<file path="src/rtl/key_search_controller.sv">
// Brute-force key search sequencer: per candidate, launches arcfour, waits for it, then launches decrypt/check.
// Latency per candidate = 4 control cycles + arcfour + decrypt time; engines are never interrupted mid-run.
module key_search_controller #(
    parameter int                    RAM_WIDTH  = 8,
    parameter int                    KEY_LENGTH = 3,
    parameter int                    KEY_BITS   = 22,
    parameter logic [KEY_BITS-1:0]   KEY_START  = '0,
    parameter int                    KEY_STEP   = 1
) (
    input  logic                             clk,
    input  logic                             reset,
    input  logic                             start,
    input  logic                             abort,
    input  logic                             arc_finished,
    input  logic                             dec_done,
    input  logic                             dec_valid,
    output logic                             arc_start,
    output logic                             dec_start,
    output logic [KEY_LENGTH*RAM_WIDTH-1:0]  key,
    output logic                             busy,
    output logic                             found,
    output logic                             exhausted,
    output logic [KEY_LENGTH*RAM_WIDTH-1:0]  found_key,
    output logic [KEY_BITS:0]                attempts,
    output logic [2:0]                       state_tap
);

    localparam int                KW       = KEY_LENGTH * RAM_WIDTH;
    localparam logic [KEY_BITS:0] STEP_EXT = (KEY_BITS+1)'(KEY_STEP);
    localparam logic [KEY_BITS:0] ONE_EXT  = (KEY_BITS+1)'(1);

    typedef enum logic [2:0] {
        S_IDLE      = 3'd0,
        S_ARC_START = 3'd1,
        S_ARC_CLEAR = 3'd2,
        S_ARC_WAIT  = 3'd3,
        S_DEC_START = 3'd4,
        S_DEC_WAIT  = 3'd5,
        S_NEXT      = 3'd6
    } state_t;

    state_t              state;
    state_t              state_nxt;
    logic [KEY_BITS-1:0] key_cnt;
    logic                abort_pending;

    logic                accept;
    logic                inc_attempt;
    logic                hit;
    logic                advance;
    logic                exhaust;
    logic [KEY_BITS:0]   nxt_sum;

    assign nxt_sum = {1'b0, key_cnt} + STEP_EXT;

    always_comb begin
        state_nxt   = state;
        accept      = 1'b0;
        inc_attempt = 1'b0;
        hit         = 1'b0;
        advance     = 1'b0;
        exhaust     = 1'b0;
        case (state)
            S_IDLE: begin
                if (start) begin
                    accept    = 1'b1;
                    state_nxt = S_ARC_START;
                end
            end
            S_ARC_START: state_nxt = S_ARC_CLEAR;
            // arc_finished is still high from the previous run; see it fall first
            S_ARC_CLEAR: begin
                if (!arc_finished) state_nxt = S_ARC_WAIT;
            end
            S_ARC_WAIT: begin
                if (arc_finished) state_nxt = abort_pending ? S_IDLE : S_DEC_START;
            end
            S_DEC_START: state_nxt = S_DEC_WAIT;
            S_DEC_WAIT: begin
                if (dec_done) begin
                    inc_attempt = 1'b1;
                    if (dec_valid) begin
                        hit       = 1'b1;
                        state_nxt = S_IDLE;
                    end else if (abort_pending) begin
                        state_nxt = S_IDLE;
                    end else begin
                        state_nxt = S_NEXT;
                    end
                end
            end
            S_NEXT: begin
                if (nxt_sum[KEY_BITS]) begin
                    exhaust   = 1'b1;
                    state_nxt = S_IDLE;
                end else begin
                    advance   = 1'b1;
                    state_nxt = S_ARC_START;
                end
            end
            default: state_nxt = S_IDLE;
        endcase
    end

    always_ff @(posedge clk or negedge reset) begin
        if (!reset) begin
            state         <= S_IDLE;
            key_cnt       <= '0;
            busy          <= 1'b0;
            found         <= 1'b0;
            exhausted     <= 1'b0;
            found_key     <= '0;
            attempts      <= '0;
            abort_pending <= 1'b0;
        end else begin
            state <= state_nxt;
            busy  <= (state_nxt != S_IDLE);

            if (accept) begin
                key_cnt       <= KEY_START;
                attempts      <= '0;
                found         <= 1'b0;
                exhausted     <= 1'b0;
                found_key     <= '0;
                abort_pending <= 1'b0;
            end else begin
                if (abort && state != S_IDLE) abort_pending <= 1'b1;
                if (advance)     key_cnt   <= nxt_sum[KEY_BITS-1:0];
                if (inc_attempt) attempts  <= attempts + ONE_EXT;
                if (exhaust)     exhausted <= 1'b1;
                if (hit) begin
                    found     <= 1'b1;
                    found_key <= key;
                end
            end
        end
    end

    assign key       = KW'(key_cnt);
    assign arc_start = (state == S_ARC_START);
    assign dec_start = (state == S_DEC_START);
    assign state_tap = state;

endmodule

</file>
<file path="config.mk">
export PLATFORM = sky130hd
export DESIGN_NAME = key_search_controller
export DESIGN_NICKNAME = d
export VERILOG_FILES = /design/src/rtl/key_search_controller.sv
export SDC_FILE = /design/constraint.sdc
export NUM_CORES = 1
export LEC_CHECK = 0
export BUFFER_PORTS_ARGS = -buffer_cell sky130_fd_sc_hd__buf_2
export CORE_MARGIN = 1
export CORE_UTILIZATION = 25
export CTS_CLUSTER_DIAMETER = 60
export DETAILED_ROUTE_END_ITERATION = 10
export GPL_TIMING_DRIVEN = 0
export HOLD_SLACK_MARGIN = 0.02
export PLACE_DENSITY = 0.44
export SLEW_MARGIN = 10
export SYNTH_ARGS = -nofsm -noshare
export SYNTH_HDL_FRONTEND = slang
export SYNTH_SLANG_ARGS = --single-unit
export TNS_END_PERCENT = 30
</file>
<file path="constraint.sdc">
create_clock -name clk -period 5.2 [get_ports clk]
set_input_delay 0.52 -clock clk [delete_from_list [all_inputs] [get_ports clk]]
set_output_delay 0.52 -clock clk [all_outputs]
set_load 0.02 [all_outputs]
</file>
==> qor.yml <==
cts:
  hold_buffers: 0
  post_cts_resized: 0
  post_cts_buffers: 0
  clk_pin_slew_worst_paths_ps: 60
  clkSinkCount: 74
  cts_tree: "yes"
  htree_levels: 3
  numCtsBuffers: 9
  insertion_delay_ps: 340
  clk_path_buf_depth: 2
  cts_root_buf: "clkbuf_16"
sta:
  rsz0062_at_grt: "no"
  tns_ps: 0
  finalCriticalPeriod_ps: 2300
  hold_viol: 0
  period_share_pct: 44.1
  slew_headroom_pct: 48.2
  fmax_mhz: 436
  drv_slew: 0
  finClkSkew_ps: 3.56
  setup_viol_count_final: 0
  worst_pin_slew_ps: 771
die:
  die_width_um: 127
  die_y_um: 127
  io_pins: 86
  core_area_um2: 15200
  die_area_um2: 16100
  rows: 45
  start_util_pct: 25.7
run:
  drv_cap: 0
global_route:
  grt_pass1_vias: 3529
  grt_first_pass_wirelength_mm: 18.8
  grt_use_total_pct: 15.1
  antenna_found_initial: 0
  grt_max_degree: 61
  gr-total-overflow: 0
placement:
  place_inst: 688
  portBuffers: 81
  dp_hpwl_mm: 8.24
  place.gp.congestion: 0.790
finish:
  layout_commonest_cell: "buf_2"
  fin_nets: 520
  fillers: 1591
  layout_common_cells: "buf_2 (84), nand2_1 (80), dfrtp_1 (74)"
  drive_above_1_share_pct: 23.7
  syn_to_final_growth_pct: 25.0
  stdcell_count: 703
  n_antenna_cell: 0
setup_path:
  crit_type: "flip-flop to flip-flop"
  start_kind: "flip-flop"
  r2r-start: "state_tap[1]"
  arrival_ps: 2490
  r2r_slack_ps: 2900
  path_cells: "buf_2, nor4b_4, clkbuf_1, buf_1, a21oi_1"
  worstSetupEndpointType: "flip-flop"
  rr_endpoint: "attempts[18]"
  cp.required_ps: 5400
  slowest_stage: "buf_1"
  max_stage_delay_ps: 480
  cp_max_fo: 10
  cp_top_family: "buffers and inverters"
  r2r_cells: 5
  crit_buf_inv: 3
power_and_ir_drop:
  p_sw_mw: 0.536
  power_density_nw_per_um2: 336
  p_seq_share_pct: 41.4
  p_leak_nw: 2.27
  pwr-share-clk_pct: 38.2
  p_total_mw: 1.64
  intPower_mw: 1.10
  switching_share_pct: 32.8
  pwr-share-comb_pct: 20.4
  ir_drop_mv: 0.177
routing:
  totalWireLength_mm: 11.5
  drc: 0
  route.vias.total: 3538
  dr.first_iter.drc_count: 188
  wl_per_cell_um: 16.3
  via_per_inst: 5.03
  drtAntennaViolNets: 0
  drt_pass1_iterations: 4
synthesis:
  syn-cell-area_um2: 3900
  synth.distinct_cells: 58
  avgSynthCellArea_um2: 9.40
  synth_async_sr_flop_share_pct: 100
  synthFlopType: "dfrtp_1"
  synthCells: 415
  synth_edf_count: 0
  ys_seq_area_share_pct: 47.5
  ys_ff_latch: 74
  yosysWarningCount: 0
run_status:
  status: "finished, final reports clean"
hold_path:
  hold_class: "input port to async pin"
-- cell usage after synthesis (2+ instances only) --
cell	number	area, um2
ha_1	2	25.0
xor2_1	4	35.0
and3_1	8	50.1
nor3_1	2	10.0
o21ai_0	34	170
buf_2	4	20.0
nand3_1	16	80.1
buf_4	6	45.0
a41oi_1	4	35.0
or4_1	7	52.6
nand2b_1	13	81.3
a211oi_1	7	52.6
and2_1	5	31.3
a21oi_1	20	100
clkbuf_1	14	52.6
a21o_1	2	15.0
o41ai_1	2	17.5
mux2i_1	14	140
nand2_1	80	300
nand4_1	10	62.6
or4b_2	2	20.0
xnor2_1	5	43.8
inv_1	3	11.3
dfrtp_1	74	1850
buf_6	2	22.5
nor4_1	9	56.3
and4b_1	2	20.0
nand3_2	2	20.0
nor2_1	14	52.6
or3_1	9	56.3
and4_1	6	52.6
o31ai_1	6	45.0
o22ai_1	2	12.5
-- sequential cells by signal, indices dropped and copies added, names as in the netlist --
name           count
attempts          23
found_key         22
key_cnt           22
state_tap          3
abort_pending      1
busy               1
exhausted          1
found              1
-- area by class of cell --
cell class,instances,area (um2),area share [%]
Buffer,28,149,3.05
Tap cell,188,235,4.82
Clock inverter,6,68.8,1.41
Multi-Input combinational cell,313,1900,39.0
Inverter,3,11.3,0.231
Sequential cell,74,1850,38.0
Clock buffer,9,225,4.62
Timing Repair Buffer,82,435,8.93
-- logic make-up after synthesis --
group                      after synthesis  share of synthesized area (%)
xor gates and xnor gates                 9                           2.02
other                                    1                         0.0962
AOI/OAI and AO/OA                       86                           13.7
and+or+nand+nor                        198                           28.4
adders and majority gates                2                          0.642
DFF                                     74                           47.5
buffers and inverters                   31                           4.11
muxes                                   14                           3.59
-- worst register-to-register path, stage by stage, from the launching register on --
cell and delay [ps]:
dfrtp_1 470, buf_2 230, nor4b_4 410, clkbuf_1 470, buf_1 490, a21oi_1 90
-- power by group through the flow --
stage / Combinational [mW] / Clock, mW / Sequential, mW
after floorplan: 0.168 / 0 / 0.727
after global placement: 0.335 / 0 / 0.686
after detailed placement: 0.337 / 0 / 0.689
after CTS: 0.339 / 0.644 / 0.679
after global routing: 0.372 / 0.665 / 0.685
final: 0.334 / 0.625 / 0.678
-- layer usage --
metal,vias to the layer above,track usage [%],wire length [um]
met5,-,0,0
met4,0,7.77,281
met3,16,2.24,576
met2,93,23.4,5260
met1,1732,20.3,5360
li1,1697,-,-
-- per-stage QoR --
| stage | setup slack (ps) | instance area (um2) | utilization, % | hold slack [ps] |
|---|---|---|---|---|
| finish | 2900 | 4880 | 32.1 | 43.4 |
| global route | 2650 | 4880 | 32.1 | 56.5 |
| CTS | 2840 | 4880 | 32.1 | 36.9 |
| detailed placement | 2850 | 4580 | 30.1 | 404 |
| global placement | 2880 | 4550 | 29.9 | 459 |
| floorplan | 3250 | 3910 | - | 224 |
-- worst max-delay path by stage --
stage                             from            to  slack (ps)  depth (start not counted)
after floorplan           state_tap[0]     arc_start        3250                          2
after global placement    state_tap[1]  attempts[13]        2880                          5
after CTS                 state_tap[1]  attempts[18]        2840                          5
after global routing      state_tap[1]  attempts[18]        2650                          5
final                     state_tap[1]  attempts[18]        2900                          5
after detailed placement  state_tap[1]  attempts[18]        2850                          5
Note: power is estimated with default switching activity, not from simulation.
